`config.mk`:
```
export PLATFORM = sky130hd
export DESIGN_NAME = pwm_bank_flat
export DESIGN_NICKNAME = d
export VERILOG_FILES = /design/src/rtl/pwm_bank_if.sv /design/src/rtl/pwm_bank.sv /design/src/flat_wrapper.sv
export SDC_FILE = /design/constraint.sdc
export NUM_CORES = 1
export LEC_CHECK = 0
export ABC_CLOCK_PERIOD_IN_PS = 3400
export CORE_MARGIN = 8
export CORE_UTILIZATION = 60
export DETAILED_ROUTE_END_ITERATION = 10
export GPL_TIMING_DRIVEN = 1
export PLACE_DENSITY = 0.81
export RECOVER_POWER = 25
export SKIP_CTS_REPAIR_TIMING = 1
export SLEW_MARGIN = 20
export SYNTH_ARGS = -nofsm -noshare
export SYNTH_HDL_FRONTEND = slang
export SYNTH_HIERARCHICAL = 1
export SYNTH_SLANG_ARGS = --single-unit
```
`constraint.sdc`:
```
create_clock -name clk_i -period 3.4 [get_ports clk_i]
set_input_delay 0.34 -clock clk_i [delete_from_list [all_inputs] [get_ports clk_i]]
set_output_delay 0.34 -clock clk_i [all_outputs]
set_load 0.03 [all_outputs]
```
`src/rtl/pwm_bank_if.sv`:
```
// Duty shadow write bus for pwm_bank: a strobe, a channel index and a duty value.
interface pwm_bank_if #(
  parameter int WIDTH = 8,
  parameter int CH_AW = 2
);
  logic             wr_en_i;
  logic [CH_AW-1:0] wr_ch_i;
  logic [WIDTH-1:0] wr_duty_i;

  modport master (output wr_en_i, wr_ch_i, wr_duty_i);
  modport slave  (input  wr_en_i, wr_ch_i, wr_duty_i);
endinterface

```
`src/rtl/pwm_bank.sv`:
```
// Bank of PWM channels sharing one prescaled counter (edge- or centre-aligned).
// Configuration and duties are double-buffered and only swap at period boundaries.
module pwm_bank_ch #(
  parameter int WIDTH = 8
) (
  input  logic             clk_i,
  input  logic             rst_n_i,
  input  logic             wr_i,
  input  logic [WIDTH-1:0] wr_duty_i,
  input  logic             load_i,
  input  logic             en_i,
  input  logic [WIDTH-1:0] cnt_i,
  input  logic             inv_i,
  output logic             pwm_o
);
  logic [WIDTH-1:0] shadow_q, duty_q;

  // The load samples the pre-write shadow, so a write on a boundary waits a period.
  always_ff @(posedge clk_i or negedge rst_n_i) begin
    if (!rst_n_i) begin
      shadow_q <= '0;
      duty_q   <= '0;
      pwm_o    <= 1'b0;
    end else begin
      if (wr_i)   shadow_q <= wr_duty_i;
      if (load_i) duty_q   <= shadow_q;
      pwm_o <= en_i ? ((cnt_i < duty_q) ^ inv_i) : inv_i;
    end
  end
endmodule

module pwm_bank #(
  parameter int CHANNELS    = 4,
  parameter int WIDTH       = 8,
  parameter int PRESC_WIDTH = 8,
  localparam int CH_AW      = (CHANNELS > 1) ? $clog2(CHANNELS) : 1
) (
  input  logic                   clk_i,
  input  logic                   rst_n_i,
  input  logic                   en_i,
  input  logic                   center_i,
  input  logic [WIDTH-1:0]       period_i,
  input  logic [PRESC_WIDTH-1:0] prescale_i,
  pwm_bank_if.slave              wr,
  input  logic [CHANNELS-1:0]    invert_i,
  output logic [CHANNELS-1:0]    pwm_o,
  output logic                   cycle_o
);
  logic [PRESC_WIDTH-1:0] presc_q, prescale_q;
  logic [WIDTH-1:0]       cnt_q, cnt_d, period_q;
  logic                   down_q, down_d, center_q;
  logic                   tick, bnd, load;

  assign tick = (presc_q == prescale_q);
  assign load = !en_i || (tick && bnd);

  // Next counter value for a tick; bnd flags the tick that returns it to 0.
  always_comb begin
    cnt_d  = cnt_q + 1'b1;
    down_d = down_q;
    bnd    = 1'b0;
    if (!center_q) begin
      if (cnt_q == period_q) begin
        cnt_d = '0;
        bnd   = 1'b1;
      end
    end else if (down_q) begin
      cnt_d = cnt_q - 1'b1;
      if (cnt_q <= WIDTH'(1)) begin
        cnt_d  = '0;
        down_d = 1'b0;
        bnd    = 1'b1;
      end
    end else if (cnt_q == period_q) begin
      // P of 0 or 1 has no down leg: the top is followed directly by 0.
      if (period_q <= WIDTH'(1)) begin
        cnt_d = '0;
        bnd   = 1'b1;
      end else begin
        cnt_d  = cnt_q - 1'b1;
        down_d = 1'b1;
      end
    end
  end

  always_ff @(posedge clk_i or negedge rst_n_i) begin
    if (!rst_n_i) begin
      presc_q    <= '0;
      cnt_q      <= '0;
      down_q     <= 1'b0;
      period_q   <= '0;
      prescale_q <= '0;
      center_q   <= 1'b0;
      cycle_o    <= 1'b0;
    end else begin
      cycle_o <= en_i && (presc_q == '0) && (cnt_q == '0) && !down_q;
      if (!en_i) begin
        presc_q <= '0;
        cnt_q   <= '0;
        down_q  <= 1'b0;
      end else if (tick) begin
        presc_q <= '0;
        cnt_q   <= cnt_d;
        down_q  <= down_d;
      end else begin
        presc_q <= presc_q + 1'b1;
      end
      if (load) begin
        period_q   <= period_i;
        prescale_q <= prescale_i;
        center_q   <= center_i;
      end
    end
  end

  // Out-of-range channel indices match no lane and are dropped.
  for (genvar k = 0; k < CHANNELS; k++) begin : g_ch
    pwm_bank_ch #(.WIDTH(WIDTH)) u_ch (
      .clk_i     (clk_i),
      .rst_n_i   (rst_n_i),
      .wr_i      (wr.wr_en_i && (wr.wr_ch_i == CH_AW'(k))),
      .wr_duty_i (wr.wr_duty_i),
      .load_i    (load),
      .en_i      (en_i),
      .cnt_i     (cnt_q),
      .inv_i     (invert_i[k]),
      .pwm_o     (pwm_o[k])
    );
  end
endmodule

```
`src/flat_wrapper.sv`:
```
// flat-port wrapper written by rule: the top's interface ports become plain ports
module pwm_bank_flat 
#(
  parameter int CHANNELS    = 4,
  parameter int WIDTH       = 8,
  parameter int PRESC_WIDTH = 8,
  localparam int CH_AW      = (CHANNELS > 1) ? $clog2(CHANNELS) : 1
)
  (clk_i, rst_n_i, en_i, center_i, period_i, prescale_i, invert_i, pwm_o, cycle_o, wr_wr_en_i, wr_wr_ch_i, wr_wr_duty_i);
  pwm_bank_if #(.WIDTH(WIDTH), .CH_AW((2))) wr_i ();
  input  logic clk_i;
  input  logic rst_n_i;
  input  logic en_i;
  input  logic center_i;
  input  logic [WIDTH-1:0] period_i;
  input  logic [PRESC_WIDTH-1:0] prescale_i;
  input  logic [CHANNELS-1:0] invert_i;
  output logic [CHANNELS-1:0] pwm_o;
  output logic cycle_o;
  input wire logic [$bits(wr_i.wr_en_i)-1:0] wr_wr_en_i;
  input wire logic [$bits(wr_i.wr_ch_i)-1:0] wr_wr_ch_i;
  input wire logic [$bits(wr_i.wr_duty_i)-1:0] wr_wr_duty_i;
  assign wr_i.wr_en_i = wr_wr_en_i;
  assign wr_i.wr_ch_i = wr_wr_ch_i;
  assign wr_i.wr_duty_i = wr_wr_duty_i;
  pwm_bank #(.CHANNELS(CHANNELS), .WIDTH(WIDTH), .PRESC_WIDTH(PRESC_WIDTH)) u_core (.clk_i(clk_i), .rst_n_i(rst_n_i), .en_i(en_i), .center_i(center_i), .period_i(period_i), .prescale_i(prescale_i), .wr(wr_i), .invert_i(invert_i), .pwm_o(pwm_o), .cycle_o(cycle_o));
endmodule
```
==> results of run 1 <==
==> routing by layer <==
metal / vias to the layer above / part of all wire (%) / GRT usage (%)
li1: 2136 / - / -
met1: 2274 / 44 / 27.6
met2: 166 / 49 / 36.2
met3: 22 / 6.0 / 5.41
met4: 0 / 1.5 / 6.74
met5: - / 0 / 0
==> power by group through the flow <==
| stage | registers (uW) | clock network (uW) | logic [uW] |
|---|---|---|---|
| after floorplan | 1510 | 0 | 382 |
| after global placement | 1520 | 0 | 544 |
| after detailed placement | 1520 | 0 | 579 |
| after CTS | 1500 | 824 | 587 |
| after global routing | 1520 | 871 | 647 |
| final | 1500 | 803 | 587 |
==> stage by stage <==
stage	std cells	hold slack [ns]	setup slack, ns	cell area (um^2)	total power [uW]
3_3_place_gp	729	0.459	0.852	6400	2060
5_1_grt	745	0.514	0.504	6600	3040
2_1_floorplan	579	0.0444	0.494	5920	1890
6_report	745	0.450	0.683	6600	2890
3_5_place_dp	729	0.467	0.768	6400	2100
4_1_cts	745	0.112	0.737	6610	2910
==> synthesized netlist by cell type, types with 5 or more instances <==
cell type / n
sky130_fd_sc_hd__dfrtp_1: 103
sky130_fd_sc_hd__nand2_1: 59
sky130_fd_sc_hd__inv_1: 37
sky130_fd_sc_hd__ha_1: 34
sky130_fd_sc_hd__mux2_2: 32
sky130_fd_sc_hd__nand3_1: 29
sky130_fd_sc_hd__o21ai_0: 25
sky130_fd_sc_hd__nor2_1: 24
sky130_fd_sc_hd__xnor2_1: 22
sky130_fd_sc_hd__o211ai_1: 18
sky130_fd_sc_hd__a2bb2oi_1: 17
sky130_fd_sc_hd__clkbuf_1: 17
sky130_fd_sc_hd__or3_1: 17
sky130_fd_sc_hd__nand4_1: 12
sky130_fd_sc_hd__o21ai_1: 12
sky130_fd_sc_hd__a31oi_1: 7
sky130_fd_sc_hd__buf_2: 7
sky130_fd_sc_hd__and3_2: 6
sky130_fd_sc_hd__nor3_1: 6
sky130_fd_sc_hd__o21a_1: 6
sky130_fd_sc_hd__xor2_1: 6
sky130_fd_sc_hd__nor4_1: 5
==> critical path, stage by stage (launching register included) <==
cell and delay, ns:
sky130_fd_sc_hd__dfrtp_1 0.60, sky130_fd_sc_hd__or4_4 0.64, sky130_fd_sc_hd__nor4_4 0.28, sky130_fd_sc_hd__o21ai_0 0.11, sky130_fd_sc_hd__nand2_1 0.24, sky130_fd_sc_hd__buf_4 0.48
sky130_fd_sc_hd__o21ai_0 0.19
==> logic make-up after synthesis <==
| logic type | count (synthesis) | synth area share [%] |
|---|---|---|
| mux | 37 | 7.01 |
| flops | 103 | 43.5 |
| compound gates | 114 | 15.1 |
| simple gates | 193 | 17.9 |
| fa+ha+maj | 34 | 7.18 |
| xor+xnor | 28 | 4.14 |
| buf+inv | 70 | 5.13 |
==> final cells by class <==
| type | count | area (um^2) |
|---|---|---|
| fill | 737 | 3080 |
| multi-input combinational | 406 | 3050 |
| sequential | 103 | 2580 |
| timing repair buffer | 49 | 460 |
| tap | 133 | 166 |
| inverter | 38 | 143 |
| clock buffer | 11 | 141 |
| clock inverter | 5 | 63.8 |
==> worst max-delay path by stage <==
stage | startpoint | endpoint | slack, ns
floorplan | u_core/cnt_q[6] | u_core/g_ch[0].u_ch/duty_q[1] | 0.49
global placement | u_core/cnt_q[5] | u_core/g_ch[0].u_ch/duty_q[7] | 0.85
detailed placement | u_core/cnt_q[5] | u_core/g_ch[0].u_ch/duty_q[7] | 0.77
CTS | u_core/cnt_q[5] | u_core/g_ch[0].u_ch/duty_q[7] | 0.74
global route | u_core/cnt_q[5] | u_core/g_ch[0].u_ch/duty_q[7] | 0.50
finish | u_core/cnt_q[5] | u_core/g_ch[0].u_ch/duty_q[7] | 0.68
==> registers in the layout, indices dropped and copies added, names as in the netlist <==
signal / flops
u_core/center_q: 1
u_core/cnt_q: 8
u_core/cycle_o: 1
u_core/down_q: 1
u_core/g_ch.u_ch/duty_q: 32
u_core/g_ch.u_ch/pwm_o: 4
u_core/g_ch.u_ch/shadow_q: 32
u_core/period_q: 8
u_core/presc_q: 8
u_core/prescale_q: 8
==> results.md, run 1 <==
Floorplanning:
- The vertical die dimension is 115 um.
- The die covers 13,300 um^2.
- The horizontal extent of the die is 115 um.
- The top-level port count is 40.
- The row count is 36.
- The region available for standard cell placement spans 9680 um^2.
- The starting utilization of the core area is 61.1%.

Cells and area:
- The final antenna diode count is 0.
- Of the cells placed in the final design, the portion with a size suffix greater than 1 is 14.5%.
- The most common cell after layout, fill and taps aside is sky130_fd_sc_hd__dfrtp_1.
- The top cell types in the final layout, fill and taps aside, are sky130_fd_sc_hd__dfrtp_1 (103), sky130_fd_sc_hd__nand2_1 (59), sky130_fd_sc_hd__clkdlybuf4s50_1 (38), sky130_fd_sc_hd__inv_1 (37), sky130_fd_sc_hd__ha_1 (34).
- Relative to the synthesized area, the layout overhead comes to 11.5%.
- The end-of-flow core utilization is 68.2%.
- The final layout contains 676 nets.

Detailed routing:
- The vias per cell is 6.17.
- The post-route DRC violation count is 0.
- The first-pass iteration count of the detailed router is 5.
- The post-detailed-route wirelength per cell is 18.6 um.
- After the first detailed-routing iteration, the DRC count stood at 320.
- The routed layout has 4,598 vias.
- The wire length after detailed routing is 13,900 um.
- The remaining number of nets flagged by the antenna check after routing is 0.

Logic synthesis:
- Synthesis handed over a netlist of 579 instances.
- The sequential share of the synthesized area is 43.5%.
- For this run, the leading register cell type out of synthesis is sky130_fd_sc_hd__dfrtp_1.
- The share of the synthesized area in the top cell type is 43.5%.
- The total of flip-flops plus latches after synthesis is 103.
- The Yosys step of the flow raised 6 warnings.
- By area the synthesized netlist is led by sky130_fd_sc_hd__dfrtp_1 (44%), sky130_fd_sc_hd__ha_1 (7.2%), sky130_fd_sc_hd__mux2_2 (6.1%).
- The synthesized netlist occupies a cell area of 5920 um^2.
- The share of synthesized registers carrying an async set or reset is 100%.
- The synthesized design contains 0 enable-type register cells.
- Yosys mapped the design onto 58 distinct sky130hd cell types.
- The mean area per synthesized cell is 10.2 um^2.
- The largest area contributor in the synthesized netlist is sky130_fd_sc_hd__dfrtp_1.
- Synthesis produced a netlist with a net count of 648.

Run:
- The tool flagged a number of max-cap violations equal to 1.

STA:
- In the final timing run, aggregate negative setup slack is 0 ns.
- Measured against its own limit, the worst slew margin works out to -21.3%.
- Clock skew on the completed layout was measured at 0.0149 ns.
- Of the available clock period, the critical path in the final layout requires 79.9%.
- For the pin with the worst max-slew slack, the measured transition is 1.82 ns.
- Setup repair after global routing left no endpoint under its margin.
- For this run, the top clock speed supported by timing is 368 MHz.
- The hold violation total from the final report came to 0.
- The worst path needs 2.72 ns of the cycle, external delays included.
- The count of pins over their slew limit is 73.
- The total setup violations reported at the end of the flow is 0.

Worst setup path:
- STA classifies the critical path endpoint as a flip-flop.
- The setup slack on the worst flop-to-flop path is 0.68 ns.
- Counting cells, the worst reg-to-reg path comes to 6.
- The category of the most critical setup path is reg2reg.
- The arrival time at the worst endpoint is 2.95 ns.
- In this run the critical register-to-register path is launched from u_core/cnt_q[5].
- STA classifies the critical path startpoint as a flip-flop.
- The endpoint identified for the worst register-to-register timing path is u_core/g_ch[0].u_ch/duty_q[7].
- The maximum fanout count along the critical path is 54.
- Data on the critical path is required at its endpoint by 3.63 ns.

Place:
- The number of input and output port buffers inserted is 39.
- The detailed placer's ending HPWL is 9540 um.
- The congestion estimate from routability-driven global placement came to 0.916.

Pwr:
- The sequential group share of total power is 52.0%.
- For this design the static power due to leakage is 0.00285 uW.
- Combinational cells account for 20.3% of the total power.
- The share of total power in the clock network is 27.8%.
- The fraction of power spent switching nets is 29.0%.
- In this run the power density over the cells is 438 nW/um^2.
- The worst ir drop on vdd is 0.000367 V.
- For this design the total switching power over the nets is 838 uW.
- The internal power of the cells totals 2050 uW.

Clock tree:
- For the worst-skew pair, the clock arrives at the later sink with an insertion delay of 0.38 ns.
- The number of buffers on the longest clock path is 2.
- The number of H-tree branching levels is 3.
- The clock input transition at the sequential cells of the worst setup and hold paths is 0.10 ns.
- The total number of clock tree sinks is 103.
- The TritonCTS clock tree is yes.
- Clock tree synthesis inserted a total of 9 buffers.
- The root buffer cell chosen for the clock tree is sky130_fd_sc_hd__clkbuf_8.

Global route:
- After global routing the overflow that remains totals 0.
- The first global-routing pass estimated 22,800 um of wire.
- The via count of the first global-routing pass is 4,587.
- The maximum number of pins on one net before global-route repair is 73.
- Global routing used 21.9% of the available tracks across all layers.
- The number of antenna violations at the first check in global routing is 0.

Run status:
- The run finished, with violations left.
- The checks that failed: capacitance limit, slew limit.

Min path:
- The class of the most critical hold timing path is in2async.
Note: power is estimated with default switching activity, not from simulation.
==> run 2: changes to the inputs <==
Settings changed: ABC_CLOCK_PERIOD_IN_PS 3400 to 2200, CORE_UTILIZATION 60 to 54, PLACE_DENSITY 0.81 to 0.77.
Clock period 3.4 ns to 2.2 ns, I/O delays scaled along.
==> results.md, run 2 (synthesized netlist as in run 1, its figures left out) <==
Run status:
- The flow ran to the end, but the final reports show violations.
- The final reports fail on capacitance limit, slew limit.

Worst setup path:
- STA classifies the critical path endpoint as a flip-flop.
- The category of the most critical setup path is reg2reg.
- The setup slack on the worst flop-to-flop path is 0.05 ns (-0.63 ns).
- The data required time of the worst path is 2.47 ns (-1.16 ns).
- The arrival time at the worst endpoint is 2.42 ns (-0.53 ns).
- The maximum fanout count along the critical path is 6 (-89%).
- The kind of start point of the critical path is a flip-flop.

Clock tree:
- The number of H-tree branching levels is 3 (unchanged).
- The number of buffers added by the clock tree synthesis step is 9 (unchanged).
- The TritonCTS clock tree is yes.
- The clock input transition at the sequential cells of the worst setup and hold paths was 0.11 ns (about the same).
- The insertion delay to the later sink of the worst-skew pair is 0.39 ns (about the same).
- The number of buffers on the longest clock path is 2 (unchanged).
- The total number of clock tree sinks is 103 (unchanged).
- The clock tree root buffer cell is sky130_fd_sc_hd__clkbuf_8.

Global route:
- The number of antenna violations at the first check in global routing is 0 (unchanged).
- The maximum number of pins on one net before global-route repair was 80 (+9.6%).
- The wire length of the first global-routing pass is 23,600 um (+3.6%).
- The total global-route track usage came to 20.5% (-1.4 points).
- The via count of the first global-routing pass came to 4,759 (+3.7%).
- The total congestion overflow after global routing is 0 (unchanged).

STA:
- The worst slew margin relative to its limit was -0.290% (+21 points).
- The setup clock skew after layout is 0.0134 ns (-0.00148 ns).
- The hold violation total from the final report is 0 (unchanged).
- The transition time at the pin with the least slew margin came to 1.50 ns (-0.314 ns).
- The final critical-path required period came to 2.15 ns (-0.572 ns).
- Setup repair after global routing could not meet its margin everywhere.
- The count of pins over their slew limit is 24 (-67%).
- The final hold slack came to 0.396 ns (-0.0540 ns).
- The final clock period utilization by the worst path is 97.5% (+18 points).
- The total setup violations reported at the end of the flow is 0 (unchanged).
- The highest clock frequency the design can meet is 466 MHz (+27%).

Cells and area:
- The largest registers in the layout are u_core/g_ch.u_ch/duty_q: 32 flops, u_core/g_ch.u_ch/shadow_q: 32 flops.
- Leaving out fill and tap cells, the most frequent cell in the layout is sky130_fd_sc_hd__dfrtp_1.
- The cell area after layout was 7050 um^2 (+6.7%).
- The fraction of layout instances using a drive strength above 1 is 21.3% (+6.8 points).
- The number of nets at the end of the flow is 712 (+5.3%).
- Compared with the post-synthesis result, the final layout area differs by 19.0%.
- The final antenna diode count came to 0 (unchanged).
- In the layout the commonest cells are sky130_fd_sc_hd__dfrtp_1 (103), sky130_fd_sc_hd__nand2_1 (58), sky130_fd_sc_hd__clkdlybuf4s50_1 (38), sky130_fd_sc_hd__buf_4 (36), sky130_fd_sc_hd__inv_1 (36).
- The number of cells in the finished layout apart from fillers was 788 (+5.8%).

Floorplanning:
- The overall die area is 14,600 um^2 (+9.5%).
- The top-level port count was 40 (unchanged).
- The standard cell core area is 10,800 um^2 (+11%).
- The horizontal extent of the die is 121 um (+4.7%).
- The row count is 38 (+5.6%).
- The vertical die dimension is 121 um (+4.7%).
- The starting utilization of the core area is 54.9% (-6.3 points).

Detailed routing:
- The routed via count was 4,815 (+4.7%).
- The remaining number of nets flagged by the antenna check after routing is 0 (unchanged).
- The first-pass iteration count of the detailed router is 5 (unchanged).
- The number of DRC violations after detailed-routing iteration 0 is 370 (+16%).
- The post-route DRC violation count is 0 (unchanged).
- The vias per cell is 6.11 (-0.99%).
- The wire length after detailed routing is 14,800 um (+6.7%).
- The post-detailed-route wirelength per cell came to 18.8 um (+0.86%).

Place:
- The routability congestion estimate from global placement is 0.871 (-5.0%).
- The detailed placer's ending HPWL is 10,000 um (+5.2%).
- The number of input and output port buffers inserted is 39 (unchanged).
- The cell area after placement is 6720 um^2 (+4.9%).
- The total instance count after detailed placement is 767 (+5.2%).

Pwr:
- The standby leakage power was 0.00309 uW (+8.4%).
- The total power is 4590 uW (+59%).
- The worst ir drop on vdd is 0.000480 V (+31%).
- The power density over the cells is 651 nW/um^2 (+49%).

Min path:
- The class of the most critical hold timing path is in2reg.

Run:
- The number of max-cap violations is 1 (unchanged).
[run 2: per-stage QoR]
stage / TNS [ns] / utilization, % / setup WS (ns)
2_1_floorplan: -5.93 / - / -0.265
3_3_place_gp: -0.00604 / 62.2 / -0.00604
3_5_place_dp: -0.0492 / 62.2 / -0.0492
4_1_cts: -0.0661 / 64.2 / -0.0528
5_1_grt: -0.0598 / 65.3 / -0.0264
6_report: 0 / 65.3 / 0.0547
[run 2: path summary, 6_finish.rpt]
path / startpoint / endpoint / cells past startpoint
setup / recovery: u_core/period_q[1] / u_core/g_ch[2].u_ch/duty_q[0] / 6
hold / removal: invert_i[2] / u_core/g_ch[2].u_ch/pwm_o / 2
setup reg to reg: u_core/period_q[1] / u_core/g_ch[2].u_ch/duty_q[0] / 6
hold reg to reg: u_core/g_ch[3].u_ch/shadow_q[7] / u_core/g_ch[3].u_ch/duty_q[7] / 2
max in group asynchronous: rst_n_i / u_core/g_ch[1].u_ch/duty_q[7] / 3
min in group asynchronous: rst_n_i / u_core/period_q[3] / 2
[run 2: area by class of cell]
class                      count  area [um^2]
sequential                   103         2580
fill                         814         3740
multi-input combinational    408         3160
clock inverter                 5         63.8
tap                          140          175
timing repair buffer          83          782
clock buffer                  11          151
inverter                      38          143
[run 2: routing by layer]
metal | global-route usage, % | up-vias | wire (um) | part of all wire (%)
met5 | 0 | - | 0 | 0
li1 | - | 2217 | - | -
met4 | 9.06 | 0 | 410 | 2.8
met2 | 31.9 | 174 | 7300 | 49
met3 | 4.06 | 38 | 850 | 5.7
met1 | 27.1 | 2386 | 6250 | 42
[run 2: power by group]
group	internal [uW]	total, uW	switching [uW]
combinational	501	971	471
sequential	2160	2300	143
clock	601	1310	710
total	3260	4590	1320
[run 2: critical path: stages (launching register included)]
cell	delay, ns
sky130_fd_sc_hd__dfrtp_1	0.40
sky130_fd_sc_hd__or4_4	0.56
sky130_fd_sc_hd__o21a_4	0.23
sky130_fd_sc_hd__nor3_4	0.25
sky130_fd_sc_hd__o21ai_4	0.14
sky130_fd_sc_hd__nand2_8	0.13
sky130_fd_sc_hd__mux2_4	0.31
==> run 3: changes to the inputs <==
Settings changed: ABC_CLOCK_PERIOD_IN_PS 2200 to 2670, CORE_UTILIZATION 54 to 60, PLACE_DENSITY 0.77 to 0.81, SETUP_SLACK_MARGIN set to 0.2.
Clock period 2.2 ns to 2.67 ns, I/O delays scaled along.
==> results.md, run 3 (synthesized netlist as in run 1, its figures left out) <==
Run status:
- The flow ran to the end, and the final reports show no timing, DRC or antenna violations.

Worst setup path:
- For this design, the slowest cell found on the critical path is sky130_fd_sc_hd__or3b_2.
- The data required time of the worst path is 2.97 ns (+0.50 ns).
- The largest stage delay on the critical path is 0.50 ns (-0.06 ns).
- The maximum fanout count along the critical path is 7 (+1).
- The arrival time at the worst endpoint is 2.62 ns (+0.20 ns).
- The kind of cell adding the most delay to the critical path is simple AND/OR/NAND/NOR gates.
- The category of the most critical setup path is reg2reg.
- The kind of capture point of the worst setup path is a flip-flop.
- STA classifies the critical path startpoint as a flip-flop.
- Traced cell by cell, the critical path runs through inv_1 -> ha_1 -> or3b_2 -> or4_1 -> a21oi_1 -> o311ai_1 -> a31oi_1.
- The critical path buffer and inverter count was 1 (+1).

Detailed routing:
- The remaining number of nets flagged by the antenna check after routing came to 0 (unchanged).
- The post-route DRC violation count is 0 (unchanged).
- The wire length after detailed routing is 13,800 um (-7.0%).
- The post-detailed-route wirelength per cell came to 18.2 um (-3.0%).
- The number of DRC violations after detailed-routing iteration 0 was 400 (+8.1%).
- The first-pass iteration count of the detailed router is 5 (unchanged).
- The routed via count came to 4,581 (-4.9%).
- The vias per cell came to 6.06 (-0.83%).

Clock tree:
- The clock tree root buffer cell is sky130_fd_sc_hd__clkbuf_8.
- The TritonCTS clock tree is yes.
- The number of buffers added by the clock tree synthesis step was 9 (unchanged).
- The number of H-tree branching levels is 3 (unchanged).
- The clock input transition at the sequential cells of the worst setup and hold paths is 0.10 ns (about the same).
- The number of buffers on the longest clock path is 2 (unchanged).
- The insertion delay to the later sink of the worst-skew pair came to 0.39 ns (about the same).
- The total number of clock tree sinks was 103 (unchanged).

STA:
- The worst setup margin is 0.357 ns (+0.302 ns).
- The final clock period utilization by the worst path is 86.6% (-11 points).
- The highest clock frequency the design can meet is 432 MHz (-7.3%).
- The final critical-path required period came to 2.31 ns (+0.168 ns).
- The hold violation total from the final report is 0 (unchanged).
- The accumulated negative setup slack is 0 ns (unchanged).
- The worst slew margin relative to its limit is 15.2% (+15 points).
- The count of pins over their slew limit is 0 (-100%).
- Setup repair after global routing left no endpoint under its margin.
- The transition time at the pin with the least slew margin is 1.27 ns (-0.232 ns).
- The total setup violations reported at the end of the flow is 0 (unchanged).
- The setup clock skew after layout is 0.0111 ns (-0.00226 ns).

Pwr:
- The power density over the cells is 544 nW/um^2 (-16%).
- The worst ir drop on vdd is 0.000537 V (+12%).
- The standby leakage power is 0.00294 uW (-4.6%).

Floorplanning:
- The horizontal extent of the die was 115 um (-4.5%).
- The starting utilization of the core area is 61.1% (+6.3 points).
- The top-level port count is 40 (unchanged).
- The standard cell core area is 9680 um^2 (-10%).
- The overall die area is 13,300 um^2 (-8.7%).
- The row count is 36 (-5.3%).
- The vertical die dimension was 115 um (-4.5%).

Cells and area:
- The largest registers in the layout are u_core/g_ch.u_ch/duty_q: 32 flops, u_core/g_ch.u_ch/shadow_q: 32 flops.
- The most common cell after layout, fill and taps aside is sky130_fd_sc_hd__dfrtp_1.
- The number of nets at the end of the flow is 687 (-3.5%).
- The post-synthesis to final-layout area growth is 14.1%.
- In the layout the commonest cells are sky130_fd_sc_hd__dfrtp_1 (103), sky130_fd_sc_hd__nand2_1 (58), sky130_fd_sc_hd__clkdlybuf4s50_1 (38), sky130_fd_sc_hd__inv_1 (37), sky130_fd_sc_hd__ha_1 (34).
- The fraction of layout instances using a drive strength above 1 was 17.0% (-4.3 points).
- The final antenna diode count is 0 (unchanged).
- The end-of-flow core utilization came to 69.7% (+4.4 points).
- The cell area after layout came to 6750 um^2 (-4.2%).

Global route:
- The maximum number of pins on one net before global-route repair came to 61 (-24%).
- The total global-route track usage is 22.0% (+1.5 points).
- The wire length of the first global-routing pass is 23,000 um (-2.6%).
- The via count of the first global-routing pass is 4,598 (-3.4%).
- The number of antenna violations at the first check in global routing was 0 (unchanged).
- The total congestion overflow after global routing is 0 (unchanged).

Place:
- The number of input and output port buffers inserted was 39 (unchanged).
- The cell area after placement is 6540 um^2 (-2.7%).
- The detailed placer's ending HPWL is 9640 um (-4.0%).
- The routability congestion estimate from global placement is 0.869 (-0.21%).
- The pre-CTS worst setup slack is 0.427 ns (+0.476 ns).

Min path:
- The class of the most critical hold timing path is in2reg.

Run:
- The number of max-cap violations came to 0 (-1).
[run 3: changes by cell type in the layout (fill, tap and decap cells not counted), moves of 3 or more]
cell,previous run,this run
sky130_fd_sc_hd__buf_12,4,1
sky130_fd_sc_hd__o21ai_0,13,24
sky130_fd_sc_hd__or4_4,6,3
sky130_fd_sc_hd__o21ai_1,23,12
sky130_fd_sc_hd__buf_4,36,19
sky130_fd_sc_hd__or4_1,1,4
[run 3: worst paths after layout]
kind	from	endpoint	slack, ns	cells past startpoint
min in group asynchronous	rst_n_i	u_core/period_q[5]	0.69	2
hold reg to reg	u_core/g_ch[1].u_ch/shadow_q[1]	u_core/g_ch[1].u_ch/duty_q[1]	0.48	2
hold / removal	invert_i[1]	u_core/g_ch[1].u_ch/pwm_o	0.46	2
max in group asynchronous	rst_n_i	u_core/g_ch[2].u_ch/duty_q[5]	1.10	3
setup / recovery	u_core/cnt_q[1]	u_core/cnt_q[6]	0.36	7
setup reg to reg	u_core/cnt_q[1]	u_core/cnt_q[6]	0.36	7
[run 3: area by class of cell]
cell class	count	area [um^2]
Clock inverter	6	75.1
Inverter	38	143
Timing Repair Buffer	60	558
Clock buffer	10	128
Sequential cell	103	2580
Fill cell	685	2930
Multi-Input combinational cell	406	3110
Tap cell	133	166
[run 3: metal layers]
layer | wire, um | global-route usage [%] | vias to the layer above
met5 | 0 | 0 | -
met4 | 257 | 7.36 | 0
met3 | 724 | 5.04 | 27
met2 | 6630 | 35.3 | 132
met1 | 6160 | 28.7 | 2264
li1 | - | - | 2158
[run 3: worst reg2reg max path, cell delays in order, from the launching register on]
cell	delay (ns)
sky130_fd_sc_hd__dfrtp_1	0.48
sky130_fd_sc_hd__inv_1	0.14
sky130_fd_sc_hd__ha_1	0.20
sky130_fd_sc_hd__or3b_2	0.50
sky130_fd_sc_hd__or4_1	0.46
sky130_fd_sc_hd__a21oi_1	0.19
sky130_fd_sc_hd__o311ai_1	0.10
sky130_fd_sc_hd__a31oi_1	0.16
[run 3: through the flow]
stage	power [uW]	instances	hold slack (ns)
2_1_floorplan	2430	579	-0.0286
3_3_place_gp	2640	739	0.341
3_5_place_dp	2680	739	0.346
4_1_cts	3700	755	-0.0821
5_1_grt	3860	756	0.462
6_report	3670	756	0.457
[run 3: where the power goes]
part           switching [uW]  internal (uW)  leakage [uW]
clock network             571            451      0.000105
logic                     365            380       0.00159
registers                 126           1780       0.00125
total                    1060           2610       0.00294
==> patch: new RTL, flow settings as in run 1 <==
`PRESC_WIDTH` is set to 8 in 2 places; all go to 12.
--- a/src/rtl/pwm_bank.sv
+++ b/src/rtl/pwm_bank.sv
@@ -32,7 +32,7 @@
 module pwm_bank #(
   parameter int CHANNELS    = 4,
   parameter int WIDTH       = 8,
-  parameter int PRESC_WIDTH = 8,
+  parameter int PRESC_WIDTH = 12,
   localparam int CH_AW      = (CHANNELS > 1) ? $clog2(CHANNELS) : 1
 ) (
   input  logic                   clk_i,
--- a/src/flat_wrapper.sv
+++ b/src/flat_wrapper.sv
@@ -3,7 +3,7 @@
 #(
   parameter int CHANNELS    = 4,
   parameter int WIDTH       = 8,
-  parameter int PRESC_WIDTH = 8,
+  parameter int PRESC_WIDTH = 12,
   localparam int CH_AW      = (CHANNELS > 1) ? $clog2(CHANNELS) : 1
 )
   (clk_i, rst_n_i, en_i, center_i, period_i, prescale_i, invert_i, pwm_o, cycle_o, wr_wr_en_i, wr_wr_ch_i, wr_wr_duty_i);
Ports: changed (resized prescale_i); port bits go from 40 to 44. The function was not compared with the original's and may differ.
==> patch against run 1 <==
  * The flow finishes with violations (max-capacitance violations)
  * Synthesized area down 2.0%
  * Cell area about the same
  * Wire length down 15%
  * Total power up 5.1%
  * Clock power up 2.7%
  * Sequential cell count up 8
  * Critical path depth up 2
  * First-iteration DRC count down 16%
  * Maximum frequency up 1.3%
  * Setup slack better by 0.035 ns
==> patch: results (changes against run 1) <==
stage	metric	value	unit	change
outcome	failing checks	max-capacitance violations		was max-capacitance violations, max-slew violations
finish	Filler cells	707		was 737
finish	share of cells above drive strength 1	18.05	%	was 14.54%
grt	first-pass GRT wire length	20190	um	was 22830 um
drt	via-per-instance ratio	5.574		was 6.172
outcome	status	finished with violations		unchanged
drt	uppermost layer routed	met4		unchanged
timing	final hold viol count	0		unchanged
timing	clk_skew	0.01055	ns	was 0.01489 ns
grt	initial antenna violation count	0		unchanged
power_and_ir_drop	maximum VDD drop	379.1	uV	was 366.6 uV
synthesis	ys async rst share	100.0	%	unchanged
clock_tree	Root Buffer	clkbuf_8		unchanged
grt	total track usage	19.71	%	was 21.90%
critical_path	critical path peak fanout	16		was 54
drt	initial DRC count	269		was 320
placement	HPWL Detailed	8353	um	was 9541 um
placement	GP Congestion	0.8843		was 0.9160
finish	Total Nets Final	622		was 676
grt	vias in the first global route	4014		was 4587
critical_path	worst setup path startpoint	u_core/cnt_q[0]		was u_core/cnt_q[5]
critical_path	worst reg-to-reg path cell count	8		was 6
drt	WL met2	5692	um	was 6798 um
drt	Routed met1 length	5254	um	was 6044 um
synthesis	commonest cells in the synthesized netlist	dfrtp_1 (111), nand2_1 (39), inv_1 (37)		was dfrtp_1 (103), nand2_1 (59), inv_1 (37)
drt	DR WL/cell	17.16	um	was 18.63 um
synthesis	Syn Nets	581		was 648
synthesis	Seq/Total Area, Yosys	47.88	%	was 43.52%
timing	Slew headroom	0.00008142	%	was -21.25%
critical_path	Critical Path AT	2.95	ns	about the same
synthesis	Synth cell types	52		was 58
grt	pin count of the biggest net entering global routing	63		was 73
placement	PortBufs	43		was 39
critical_path	Worst setup endpoint	u_core/prescale_q[5]		was u_core/g_ch[0].u_ch/duty_q[7]
drt	drt first pass iters	4		was 5
drt	met3 wire length	515	um	was 829 um
worst_hold_path	worst min-delay path class	input port to asynchronous set/reset pin		unchanged
critical_path	reg-to-reg setup timing slack	0.72	ns	was 0.68 ns
synthesis	top cells by area, synth	dfrtp_1 (48%), ha_1 (7.3%), mux2_2 (6.8%)		was dfrtp_1 (44%), ha_1 (7.2%), mux2_2 (6.1%)
power_and_ir_drop	Static Leak	3.014	nW	was 2.847 nW
flow_run	max cap viols	1		unchanged
-- patch: worst min path at each step --
stage,from,to,slack (ns),depth (start not counted)
2_1_floorplan,rst_n_i,u_core/center_q,0.04,0
3_3_place_gp,rst_n_i,u_core/cnt_q[7],0.46,1
3_5_place_dp,rst_n_i,u_core/period_q[4],0.47,1
4_1_cts,rst_n_i,u_core/g_ch[1].u_ch/duty_q[7],0.05,1
5_1_grt,rst_n_i,u_core/g_ch[1].u_ch/duty_q[7],0.45,1
6_report,rst_n_i,u_core/g_ch[1].u_ch/duty_q[7],0.31,1
-- patch: area by class of cell --
class                   instances  area [um2]  area share [%]
clock buffers                  10       137.6           2.086
clock inverters                 6       76.32           1.157
inverters                      37       138.9           2.105
multi-input cells             342        2801           42.45
flip-flops and latches        111        2778           42.09
well taps                     133       166.4           2.522
repair buffers                 48       500.5           7.584
-- patch: kinds of logic after synthesis --
family	after synthesis	share of synthesized area, %
buffers and inverters	55	3.968
AO/OA/AOI/OAI	78	10.57
XOR/XNOR	37	5.585
flip-flops	111	47.88
AND/OR/NAND/NOR	136	12.44
multiplexers	57	12.23
adder cells (fa/ha/maj)	34	7.332
-- patch: per-layer routing --
metal  up-vias  track usage (%)
li1       1851                -
met1      1863            24.32
met2        91            32.61
met3        24            4.378
met4         0            8.429
met5         -                0
-- patch: through the flow --
stage / instances / total power, W / cell area, um2 / worst slack (ns) / util, %
5_1_grt: 687 / 0.003208 / 6599 / 0.4730 / 68.78
3_3_place_gp: 671 / 0.002208 / 6387 / 0.8180 / 66.58
6_report: 687 / 0.003041 / 6599 / 0.7180 / 68.78
2_1_floorplan: 508 / 0.002024 / 5802 / 1.164 / -
4_1_cts: 687 / 0.003079 / 6601 / 0.7153 / 68.81
3_5_place_dp: 671 / 0.002242 / 6387 / 0.7494 / 66.58
-- patch: critical path, stage by stage (launching register included) --
cell	delay [ns]
dfrtp_1	0.51
inv_1	0.22
ha_1	0.27
nor2_1	0.06
nor2_1	0.20
a32oi_1	0.18
o21ai_4	0.53
buf_12	0.25
mux2_2	0.34
-- patch: power breakdown --
group,internal (W),switching (W),total [W]
sequential,0.00150,0.000106,0.00161
clock,0.000372,0.000452,0.000825
combinational,0.000318,0.000292,0.000610
total,0.00219,0.000851,0.00304
